$ cat src/rtl/periph_bus_pkg.sv
// periph_bus_pkg: FSM encoding and register map shared by the peripheral bus master.
package periph_bus_pkg;
  typedef enum logic [2:0] {
    IDLE, BUS, RSP, ISR_RD_TCON, ISR_WR_TCON, ISR_RD_SW, ISR_WR_LED
  } state_e;
  localparam logic [31:0] PERIPH_BASE = 32'h4000_0000;
  localparam logic [31:0] TH_OFS = 32'h00;
  localparam logic [31:0] TL_OFS = 32'h04;
  localparam logic [31:0] TCON_OFS = 32'h08;
  localparam logic [31:0] LED_OFS = 32'h0C;
  localparam logic [31:0] SW_OFS = 32'h10;
  localparam logic [31:0] DIGI_OFS = 32'h14;
  localparam int TCON_EN = 0;
  localparam int TCON_IE = 1;
  localparam int TCON_IRQ = 2;
endpackage

$ cat src/rtl/periph_bus_master.sv
// periph_bus_master: command-driven initiator for the single-cycle peripheral bus,
// with a built-in timer interrupt service (ack TCON, copy switches to LEDs).
module periph_bus_master
  import periph_bus_pkg::*;
#(
  parameter bit ISR_EN = 1'b1,
  parameter logic [31:0] TCON_ADDR = PERIPH_BASE + TCON_OFS,
  parameter logic [31:0] LED_ADDR = PERIPH_BASE + LED_OFS,
  parameter logic [31:0] SW_ADDR = PERIPH_BASE + SW_OFS
) (
  input  logic        clk,
  input  logic        reset,
  input  logic        cmd_valid,
  output logic        cmd_ready,
  input  logic        cmd_wr,
  input  logic [31:0] cmd_addr,
  input  logic [31:0] cmd_wdata,
  output logic        rsp_valid,
  input  logic        rsp_ready,
  output logic [31:0] rsp_rdata,
  output logic        rsp_wr,
  output logic [31:0] Addr,
  output logic [31:0] WriteData,
  output logic        MemRd,
  output logic        MemWr,
  input  logic [31:0] ReadData,
  input  logic        irqin,
  output logic        isr_busy,
  output logic [15:0] isr_count
);
  localparam logic [2:0] TCON_KEEP = (3'b1 << TCON_EN) | (3'b1 << TCON_IE);
  state_e state_q, state_d;
  logic [31:0] addr_q, addr_d, wdata_q, wdata_d, rsp_rdata_q, rsp_rdata_d;
  logic rd_q, rd_d, wr_q, wr_d, rsp_valid_q, rsp_valid_d, rsp_wr_q, rsp_wr_d;
  logic isr_busy_q, isr_busy_d;
  logic [15:0] isr_count_q, isr_count_d;
  logic take_isr;
  assign take_isr = ISR_EN && irqin;
  assign cmd_ready = (state_q == IDLE) && !take_isr;
  // Bus outputs for a state are registered on entry, so each state is exactly one bus cycle.
  always_comb begin
    state_d = state_q;
    addr_d = '0;
    wdata_d = '0;
    rd_d = 1'b0;
    wr_d = 1'b0;
    rsp_valid_d = rsp_valid_q;
    rsp_rdata_d = rsp_rdata_q;
    rsp_wr_d = rsp_wr_q;
    isr_busy_d = 1'b0;
    isr_count_d = isr_count_q;
    case (state_q)
      IDLE: begin
        if (take_isr) begin
          state_d = ISR_RD_TCON;
          addr_d = TCON_ADDR;
          rd_d = 1'b1;
          isr_busy_d = 1'b1;
        end else if (cmd_valid) begin
          state_d = BUS;
          addr_d = cmd_addr;
          wdata_d = cmd_wdata;
          wr_d = cmd_wr;
          rd_d = !cmd_wr;
        end
      end
      BUS: begin
        state_d = RSP;
        rsp_valid_d = 1'b1;
        rsp_wr_d = wr_q;
        rsp_rdata_d = rd_q ? ReadData : '0;
      end
      RSP: begin
        state_d = rsp_ready ? IDLE : RSP;
        rsp_valid_d = !rsp_ready;
      end
      ISR_RD_TCON: begin
        state_d = ISR_WR_TCON;
        addr_d = TCON_ADDR;
        wdata_d = {29'b0, ReadData[2:0] & TCON_KEEP};
        wr_d = 1'b1;
        isr_busy_d = 1'b1;
      end
      ISR_WR_TCON: begin
        state_d = ISR_RD_SW;
        addr_d = SW_ADDR;
        rd_d = 1'b1;
        isr_busy_d = 1'b1;
      end
      ISR_RD_SW: begin
        state_d = ISR_WR_LED;
        addr_d = LED_ADDR;
        wdata_d = {24'b0, ReadData[7:0]};
        wr_d = 1'b1;
        isr_busy_d = 1'b1;
      end
      ISR_WR_LED: begin
        state_d = IDLE;
        isr_count_d = isr_count_q + 16'd1;
      end
      default: state_d = IDLE;
    endcase
  end
  always_ff @(posedge clk or negedge reset) begin
    if (!reset) begin
      state_q <= IDLE;
      addr_q <= '0;
      wdata_q <= '0;
      rd_q <= 1'b0;
      wr_q <= 1'b0;
      rsp_valid_q <= 1'b0;
      rsp_rdata_q <= '0;
      rsp_wr_q <= 1'b0;
      isr_busy_q <= 1'b0;
      isr_count_q <= '0;
    end else begin
      state_q <= state_d;
      addr_q <= addr_d;
      wdata_q <= wdata_d;
      rd_q <= rd_d;
      wr_q <= wr_d;
      rsp_valid_q <= rsp_valid_d;
      rsp_rdata_q <= rsp_rdata_d;
      rsp_wr_q <= rsp_wr_d;
      isr_busy_q <= isr_busy_d;
      isr_count_q <= isr_count_d;
    end
  end
  assign Addr = addr_q;
  assign WriteData = wdata_q;
  assign MemRd = rd_q;
  assign MemWr = wr_q;
  assign rsp_valid = rsp_valid_q;
  assign rsp_rdata = rsp_rdata_q;
  assign rsp_wr = rsp_wr_q;
  assign isr_busy = isr_busy_q;
  assign isr_count = isr_count_q;
endmodule

$ cat config.mk
export PLATFORM = sky130hd
export DESIGN_NAME = periph_bus_master
export DESIGN_NICKNAME = d
export VERILOG_FILES = /design/src/rtl/periph_bus_pkg.sv /design/src/rtl/periph_bus_master.sv
export SDC_FILE = /design/constraint.sdc
export NUM_CORES = 1
export LEC_CHECK = 0
export ABC_AREA = 1
export ABC_CLOCK_PERIOD_IN_PS = 1900
export CAP_MARGIN = 20
export CELL_PAD_IN_SITES_DETAIL_PLACEMENT = 2
export CELL_PAD_IN_SITES_GLOBAL_PLACEMENT = 2
export CORE_UTILIZATION = 35
export DETAILED_ROUTE_END_ITERATION = 8
export DONT_BUFFER_PORTS = 1
export GPL_ROUTABILITY_DRIVEN = 0
export GPL_TIMING_DRIVEN = 0
export PLACE_DENSITY = 0.76
export SYNTH_ARGS = -nofsm -noshare
export SYNTH_HDL_FRONTEND = slang
export SYNTH_SLANG_ARGS = --single-unit
$ cat constraint.sdc
create_clock -name clk -period 1.9 [get_ports clk]
set_clock_uncertainty 0.2 [all_clocks]
set_input_delay 0.285 -clock clk [delete_from_list [all_inputs] [get_ports clk]]
set_output_delay 0.285 -clock clk [all_outputs]
set_load 0.1 [all_outputs]
==> results of run 1 <==
-- per-stage QoR --
stage	total power, mW	hold slack (ns)	cells	utilization, %
after floorplan	8.16	-0.211	493	-
final	12.2	-0.645	804	51.7
after global routing	12.6	-0.665	804	51.7
after CTS	12.0	-0.666	799	51.0
after detailed placement	8.68	-0.209	665	38.3
after global placement	8.57	-0.208	665	38.3
-- cells in the final DEF, fill, tap and decap left out, drive strengths merged --
cell / instances
nand2: 110
o211ai: 1
and2: 1
nand3: 56
dlygate4sd3: 100
xor2: 6
a21oi: 4
a31oi: 1
nand3b: 1
nor2: 75
buf: 20
xnor2: 2
o21ai: 13
clkinv: 6
nand4: 4
bufinv: 1
diode: 2
nor3: 3
bufbuf: 1
clkinvlp: 6
dfrtp: 120
inv: 76
clkbuf: 22
ha: 1
-- synthesized netlist by cell type --
master    instances  area share, %
dfrtp_1         120             64
nand2_1         108            8.6
inv_1            75            6.0
nor2_1           60            4.8
nand3_1          55            5.9
o21ai_0          13            1.4
nor2_2           12            1.6
buf_2             7           0.75
xor2_1            6            1.1
buf_6             5            1.2
a21oi_1           4           0.43
nand4_1           4           0.53
clkbuf_1          3           0.24
nor2_4            3           0.72
nor3_1            3           0.32
buf_4             2           0.32
xnor2_1           2           0.37
a31oi_1           1           0.13
and2_1            1           0.13
buf_1             1          0.080
clkbuf_2          1           0.11
ha_1              1           0.27
inv_2             1          0.080
nand2_2           1           0.13
nand2_4           1           0.24
nand3_4           1           0.37
nand3b_1          1           0.16
o211ai_1          1           0.16
-- cells by family (layout without fill, tap and decap cells) --
family          after synthesis  in the layout  share of synthesized area (%)
other cells                   0              2                              0
simple gates                250            250                           23.5
fa+ha+maj                     1              1                          0.266
compound gates               19             19                           2.10
flops                       120            120                           63.9
xor+xnor                      8              8                           1.49
buf+inv                      95            232                           8.76
-- cell type report --
cell class | count | area [um^2]
Fill cell | 1319 | 6220
Sequential cell | 120 | 3050
Multi-Input combinational cell | 278 | 1350
Timing Repair Buffer | 106 | 1070
Clock buffer | 18 | 429
Inverter | 76 | 285
Tap cell | 172 | 215
Buffer | 19 | 143
Clock inverter | 13 | 109
Antenna cell | 2 | 5.00
-- what timing repair did --
| action | 4_1_cts | 5_1_grt |
|---|---|---|
| hold endpoints to repair | 222 | 124 |
| setup buffers | 3 | 2 |
| resized for setup | 20 | 20 |
| gates cloned | 1 | 0 |
| pin swaps | 4 | 4 |
| hold buffers | 99 | 1 |
| setup endpoints to repair | 42 | 47 |
-- power by group through the flow --
stage               Sequential [mW]  Combinational (mW)  Clock (mW)
finish                         7.32                1.86        3.04
global route                   7.37                2.05        3.19
detailed placement             7.28                1.40           0
global placement               7.27                1.30           0
floorplan                      7.11                1.06           0
CTS                            7.28                1.73        3.04
-- routing by layer --
metal  part of all wire, %  GRT usage [%]  vias up  routed length (um)
met5                     0              0        -                   0
met4                   4.0           14.5        0                 732
met3                   7.6           10.2       46                1400
met2                    54           48.2      167                9880
li1                      -              -     1753                   -
met1                    35           26.5     1987                6350
-- flip-flops by register name, summed over array words and instances, names as in the netlist --
name       cells
Addr          32
WriteData     32
rsp_rdata     32
isr_count     16
state_q        3
MemRd          1
MemWr          1
isr_busy       1
rsp_valid      1
rsp_wr         1
-- path summary, 6_finish.rpt --
check                        startpoint             to  slack [ns]  depth (start not counted)
setup / recovery             state_q[0]      cmd_ready       -0.07                          5
hold / removal                    reset       Addr[23]       -0.65                          0
setup reg to reg           isr_count[2]  isr_count[14]        0.05                          5
hold reg to reg              state_q[1]     state_q[0]        0.36                          1
max in group asynchronous         reset     state_q[1]        1.95                          0
min in group clk                  irqin   WriteData[1]        0.07                          4
==> key figures, run 1 <==
Worst setup path
  – CP max stage cell: dfrtp_1
  – Crit path top cell by count: nor2_4
  – Crit path capture type: output pin
  – WP data required: roughly 1.4 ns
  – WS Path Type: reg -> out
  – Worst Path Arrival: 1.49 ns
  – Startpoint types: flip-flop
  – Slowest cell delay on critical path: ~0.37 ns
  – WP buf/inv: 2
  – Worst path cell trace: buf_6 -> nor2_4 -> nand2_2 -> nor2_4 -> buf_12
  – Crit-path leading delay family: flip-flops
  – Critical Path Fanout Max: 8

Floorplanning
  – Total core area: 12900 um^2
  – Initial core utilization: 36.5%
  – Die W: approximately 120 um
  – Chip height: 118 um
  – Number of top-level pins: 220
  – DIE AREA: approximately 14000 um^2
  – FP Rows: between 40 and 50

Drt
  – Post-route DRC: 0
  – DRT antenna net count: 0
  – Starting DRT DRC Count: between 150 and 200
  – Via count: just under 4000
  – Final WL: 18.4 mm
  – TritonRoute pass-1 iters: 4
  – Routed vias/inst: 4.92
  – WL per Instance: 22.8 um

Yosys
  – #FFs+latches synth: 120
  – Synthesized area per cell: around 9.5 um^2
  – Syn Inst Count: 493
  – Syn. warnings: 0
  – Mapped Nets: approximately 600
  – Sequential share of the synthesized area: 63.9%
  – Post-synth cell types: 28
  – Mapped cell area: around 4700 um^2

Status
  – Status: finished with violations
  – Failing checks: hold timing, setup timing

Global routing
  – Total grt overflow: 0
  – Vias in the first global route: 4705
  – Initial antenna violation count: 2
  – Largest net degree at the start of global routing: 121
  – Global-route wire length before repair: about 28 mm
  – GR Util All Layers: about 27%

Clock tree
  – TritonCTS sink count: 120
  – Clk slew on worst S/H paths: 0.06 ns
  – H-tree levels: 4
  – CTS tree: yes
  – Clock Path Buffers: 2
  – Root buffer cell: clkbuf_16
  – Inserted Clock Buffers: 17
  – Worst-skew pair later-pin latency: between 0.4 and 0.5 ns

Power
  – PD cells: 1830 nW/um^2
  – Static Leak: approximately 3.4 nW
  – Clk pwr share: roughly 25%
  – Worst vdd ir: approximately 0.00077 V
  – P_int: around 5.5 mW
  – Combinational Power Share: between 10% and 20%
  – Net switching power: approximately 6.7 mW
  – Flop pwr share: around three fifths
  – Switch share: roughly 55%

Layout
  – Final Net Count: slightly above 700
  – Post-layout instance area: roughly 6700 um^2
  – Area Growth Syn to Fin: 41.7%
  – Layout cells sized above 1: around 16%

Placed design
  – Worst slack, placed: -0.221 ns
  – Post-DP Area: 4930 um^2
  – Post-DP HPWL: slightly above 9 mm
  – Buffers on Ports: 0

Timing
  – Total negative slack: -0.0702 ns
  – Worst-Margin Slew: approximately 0.95 ns
  – Final period utilization: 104%
  – Fin Hold WS: -0.645 ns
  – Max-slew violations: 0
  – Final hold violation count: 120
  – Final setup viols: 1
  – Setup WS post-layout: -0.0702 ns
  – Slew headroom: between 30% and 40%
  – FMAX: around 0.51 GHz
  – Unrepaired setup endpoints after global routing: yes
  – Min Tclk post-route: 1.97 ns

Run
  – Max-cap viol count: 0

Worst hold path
  – Hold crit path type: in -> async
Power figures use the tool's default switching activity.
==> inputs of run 2 (changes only) <==
- CELL_PAD_IN_SITES_DETAIL_PLACEMENT: 2 -> 0
- CELL_PAD_IN_SITES_GLOBAL_PLACEMENT: 2 -> 1
- CORE_UTILIZATION: 35 -> 45
- PLACE_DENSITY: 0.76 -> 0.77
==> run 2 against run 1 <==
  * The flow still finishes with violations (hold timing, setup timing)
  * Sequential share of layout area is 1.1 points higher
  * Register-to-register slack better by 0.06 ns
  * Global-route usage is 3.1 points lower
  * Hold slack worse by 0.086 ns
  * Final cell count is 4.9% lower
  * Flip-flop and latch count stayed put
  * Non-clock buffer count is 1 higher
  * Power is 0.13% higher
  * Sequential power is 1% higher
  * Combinational power is 7% lower
  * Wire length is 34% lower
  * Maximum frequency is 1.4% lower
  * Highest routed layer unchanged
==> key figures, run 2 (synthesis gave the netlist of run 1 again) <==
Worst setup path
  – Crit path top cell by count: nor2_4
  – WS Path Type: reg -> out
  – WP data required: around 1.4 ns
  – Startpoint types: flip-flop
  – R2R cell count: 8
  – Critical Path Fanout Max: 6
  – Crit path capture type: output pin
  – RR Endpoint: isr_count[10]
  – Worst r2r src: isr_count[1]
  – CP max stage cell: dfrtp_1
  – Slowest cell delay on critical path: approximately 0.37 ns
  – Worst path cell trace: buf_6 -> nor2_4 -> nand2_2 -> nor2_4 -> buf_12
  – Reg2Reg Setup Slack: 0.11 ns
  – Worst Path Arrival: between 1.5 and 2 ns

Clock tree
  – Clock Path Buffers: 2
  – TritonCTS sink count: 120
  – CTS Hold Bufs: about 100
  – H-tree levels: 4
  – Inserted Clock Buffers: 17
  – CTS tree: yes
  – Root buffer cell: clkbuf_8
  – Worst-skew pair later-pin latency: 0.51 ns
  – Clk slew on worst S/H paths: around 0.060 ns

Timing
  – Worst-Margin Slew: around 0.57 ns
  – Min Tclk post-route: 2.00 ns
  – Final hold violation count: 131
  – Fin Hold WS: -0.731 ns
  – Unrepaired setup endpoints after global routing: yes
  – Final setup viols: 1
  – Final period utilization: 105%
  – Max-slew violations: 0
  – Setup WS post-layout: -0.0978 ns
  – Slew headroom: 62.0%
  – FMAX: 0.501 GHz

Drt
  – Starting DRT DRC Count: about 240
  – Post-route DRC: 0
  – DRT antenna net count: 0
  – WL per Instance: 15.9 um
  – TritonRoute pass-1 iters: 4
  – Routed vias/inst: a little under 5
  – Via count: approximately 3700
  – Final WL: 12.2 mm

Global routing
  – Initial antenna violation count: 0
  – GR Util All Layers: between 20% and 30%
  – Global-route wire length before repair: 19.7 mm
  – Total grt overflow: 0
  – Largest net degree at the start of global routing: 121
  – Vias in the first global route: 3962

Power
  – Switch share: a little over half
  – Worst vdd ir: 0.000867 V
  – Flop pwr share: around three fifths
  – Power Total: around 12 mW
  – Net switching power: ~6.4 mW
  – Clk pwr share: 25.4%
  – P_int: just under 6 mW
  – Static Leak: between 3 and 4 nW
  – PD cells: about 1800 nW/um^2
  – Combinational Power Share: between 10% and 20%

Layout
  – Most common cell after layout, fill and taps aside: dfrtp_2
  – Layout cells sized above 1: between 30% and 40%
  – Commonest cells after routing, fill and taps aside: 112 x dfrtp_2, 108 x nand2_1, 99 x dlygate4sd3_1
  – Final Net Count: roughly 720
  – Antenna fix cells: 0
  – Post-layout instance area: 6740 um^2
  – Area Growth Syn to Fin: 43.4%

Floorplanning
  – DIE AREA: about 11000 um^2
  – Number of top-level pins: 220
  – FP Rows: 36
  – Total core area: 9950 um^2
  – Die W: between 100 and 150 um
  – Chip height: between 100 and 150 um
  – Initial core utilization: 47.2%

Worst hold path
  – Hold crit path type: in -> async

Run
  – Max-cap viol count: 0

Status
  – Status: finished with violations
  – Failing checks: hold timing, setup timing

Placed design
  – Post-DP Area: about 4900 um^2
  – Post-DP HPWL: 7.41 mm
  – Buffers on Ports: 0
## run 2: power groups by stage
stage | registers, mW | logic [mW] | clock network [mW]
floorplan | 7.11 | 1.06 | 0
global placement | 7.26 | 1.28 | 0
detailed placement | 7.26 | 1.32 | 0
CTS | 7.36 | 1.62 | 3.16
global route | 7.45 | 1.95 | 3.30
finish | 7.39 | 1.73 | 3.11
## run 2: how the worst max path moves through the flow
stage,start,end,slack [ns],cells past startpoint
after floorplan,isr_count[11],isr_count[15],0.03,6
after global placement,isr_count[11],isr_count[14],-0.12,5
after detailed placement,isr_count[11],isr_count[15],-0.14,6
after CTS,state_q[0],cmd_ready,-0.14,5
after global routing,state_q[0],cmd_ready,-0.16,5
final,state_q[0],cmd_ready,-0.1,5
## run 2: critical path: cells and delay by family (launching register included)
family	cells	cell delay, ns
AND/OR/NAND/NOR	3	0.31
flip-flops	1	0.37
buffers and inverters	2	0.32
## run 2: routing by layer
metal	wire (um)	track usage, %
met4	260	12.3
met3	1240	11.9
met5	0	0
met2	6270	39.5
met1	4420	24.6
## run 2: metrics by stage
stage,std cells,utilization [%],TNS [ns],setup WS (ns)
global placement,626,49.0,-0.933,-0.123
floorplan,493,-,0,0.0251
CTS,760,67.0,-0.136,-0.136
finish,765,67.7,-0.0978,-0.0978
global route,765,67.7,-0.163,-0.161
detailed placement,626,49.0,-1.71,-0.141
## run 2: timing repair
action                                  4_1_cts  5_1_grt
cloned                                        1        0
gates resized for setup                     119        8
hold endpoints to repair                    222      131
endpoints found under the setup margin      144        9
buffers inserted                              2        6
pin swaps                                     2        6
## run 2: layout make-up
cell class                      instances  area [um^2]
Buffer                                 18          138
Clock buffer                           17          414
Timing Repair Buffer                  108         1080
Tap cell                              133          166
Clock inverter                         15          165
Sequential cell                       120         3170
Fill cell                             739         3210
Inverter                               76          285
Multi-Input combinational cell        278         1320
==> inputs of run 3 (changes only) <==
- CORE_UTILIZATION: 45 -> 30
- DONT_BUFFER_PORTS: 1 -> default
- PLACE_DENSITY: 0.77 -> 0.8
==> run 3 against run 2 <==
  * The run ends with setup timing left
  * Power is 5.4% higher
  * Register-to-register slack got worse by 0.03 ns
  * Setup slack better by 0.0044 ns
  * Via count grew 12%
  * Non-clock buffer count increased by 124
  * Clock power shrank 4%
  * Sequential power shrank 54%
  * Combinational power grew to 3.8 times the previous value
  * Wire length is 7.1% higher
  * Final cell count increased by 26%
  * Die area is 49% higher
  * Highest routed layer unchanged
==> key figures, run 3 (synthesis gave the netlist of run 1 again) <==
Status
  – Status: finished with violations
  – Failing checks: setup timing

Global routing
  – Initial antenna violation count: 0
  – Largest net degree at the start of global routing: 63
  – Total grt overflow: 0
  – Global-route wire length before repair: between 20 and 25 mm
  – GR Util All Layers: around 17%
  – Vias in the first global route: 4300

Run
  – Max-cap viol count: 0

Timing
  – Final period utilization: 105%
  – Final setup viols: 1
  – FMAX: about 0.5 GHz
  – Final hold violation count: 0
  – Setup WS post-layout: -0.0934 ns
  – Max-slew violations: 0
  – Unrepaired setup endpoints after global routing: yes
  – Min Tclk post-route: 1.99 ns
  – Slew headroom: 60.1%
  – Worst-Margin Slew: approximately 0.6 ns

Power
  – PD cells: around 1600 nW/um^2
  – Static Leak: between 3 and 4 nW
  – Worst vdd ir: roughly 0.00066 V

Worst setup path
  – WS Path Type: reg -> out
  – WP buf/inv: 3
  – Critical Path Fanout Max: 6
  – WP data required: 1.41 ns
  – Worst r2r src: state_q[1]
  – Reg2Reg Setup Slack: about 0.08 ns
  – Worst Path Arrival: 1.51 ns
  – Slowest cell delay on critical path: 0.37 ns
  – RR Endpoint: rsp_rdata[8]
  – R2R cell count: 7
  – Crit path capture type: output pin
  – CP max stage cell: dfrtp_1
  – Startpoint types: flip-flop
  – Worst path cell trace: buf_6 -> nor2_4 -> nand2_4 -> nor2_4 -> buf_6 -> buf_12
  – Crit-path leading delay family: buffers and inverters

Drt
  – Final WL: between 10 and 15 mm
  – Post-route DRC: 0
  – DRT antenna net count: 0
  – Routed vias/inst: about 4.3
  – Via count: around 4100
  – TritonRoute pass-1 iters: 6
  – Starting DRT DRC Count: about 140
  – WL per Instance: roughly 14 um

Placed design
  – Buffers on Ports: approximately 220
  – Post-DP Area: 7190 um^2
  – Post-DP HPWL: 9.56 mm
  – Placed Instances: slightly above 900
  – Worst slack, placed: -0.940 ns

Floorplanning
  – Number of top-level pins: 220
  – Initial core utilization: 30.8%
  – Chip height: 127 um
  – Die W: about 130 um
  – DIE AREA: approximately 16000 um^2
  – FP Rows: 45
  – Total core area: 15300 um^2

Worst hold path
  – Hold Path End: WriteData[6]
  – Hold_sp: cmd_valid
  – Hold Crit Depth: 3
  – Hold crit path type: in -> reg

Clock tree
  – CTS tree: yes
  – H-tree levels: 4
  – Clock Path Buffers: 2
  – Worst-skew pair later-pin latency: just over 0.4 ns
  – Root buffer cell: clkbuf_16
  – Inserted Clock Buffers: 17
  – TritonCTS sink count: 120
  – Clk slew on worst S/H paths: around 0.05 ns

Layout
  – Area Growth Syn to Fin: 69.5%
  – Fill cells: between 1000 and 1500
  – Post-layout instance area: between 7000 and 8000 um^2
  – Antenna fix cells: 0
  – Commonest cells after routing, fill and taps aside: 108 x dfrtp_1, 108 x nand2_1, 108 x clkdlybuf4s15_2
  – Final std cells w/o fill: around 970
  – Layout cells sized above 1: ~28%
  – Final Net Count: approximately 850
## run 3: changes by cell type in the layout (fill, tap and decap cells not counted), sizes merged
cell           delta
clkdlybuf4s15   +108
clkdlybuf4s18     +3
clkinvlp          +1
buf              +13
inv               -6
clkbuf            +5
bufinv            -1
bufbuf            -1
dlygate4sd3      -98
clkdlybuf4s50    +99
## run 3: how the worst max path moves through the flow
stage | to | depth (start not counted) | slack (ns) | from
floorplan | isr_count[15] | 6 | 0.03 | isr_count[11]
global placement | isr_count[1] | 1 | -4.76 | reset
detailed placement | cmd_ready | 4 | -0.94 | irqin
CTS | cmd_ready | 6 | -0.17 | state_q[0]
global route | cmd_ready | 6 | -0.16 | state_q[0]
finish | cmd_ready | 6 | -0.09 | state_q[0]
## run 3: metrics by stage
stage / hold slack, ns / util (%) / TNS [ns] / power, mW
floorplan: -0.211 / - / 0 / 8.16
global placement: 0.260 / 46.9 / -527.62 / 9.86
detailed placement: 0.116 / 47.1 / -7.00 / 9.93
CTS: 0.0239 / 51.9 / -0.170 / 12.9
global route: 0.101 / 52.2 / -2.40 / 13.4
finish: 0.0560 / 52.2 / -0.0934 / 12.9
## run 3: timing repair
action,4_1_cts,5_1_grt
setup endpoints to repair,118,41
hold endpoints to repair,61,0
gates resized for setup,372,10
pin swaps,2,3
setup buffers,2,9
hold buffers,1,0
## run 3: layout make-up
class / instances / area [um^2] / area share, %
clock buffer: 22 / 474 / 5.95
sequential: 120 / 3020 / 37.9
multi-input combinational: 278 / 1300 / 16.3
clock inverter: 9 / 75.1 / 0.942
inverter: 76 / 285 / 3.58
tap: 211 / 264 / 3.31
buffer: 19 / 134 / 1.68
timing repair buffer: 231 / 2420 / 30.4
## run 3: worst reg2reg max path, delay by kind of cell, from the launching register on
| family | cells | cell delay, ns |
|---|---|---|
| flops | 1 | 0.46 |
| buf+inv | 3 | 0.48 |
| simple gates | 4 | 0.58 |
## run 3: routing by layer
metal / part of all wire [%] / wire [um] / vias to the layer above / track usage, %
li1: - / - / 2003 / -
met1: 40 / 5250 / 1936 / 19.8
met2: 49 / 6400 / 161 / 28.2
met3: 7.9 / 1030 / 30 / 6.78
met4: 2.9 / 379 / 0 / 8.47
met5: 0 / 0 / - / 0
## run 3: power breakdown
group	internal, mW	total, mW	switching [mW]
clock	1.88	2.98	1.11
combinational	1.42	6.51	5.09
sequential	3.11	3.41	0.298
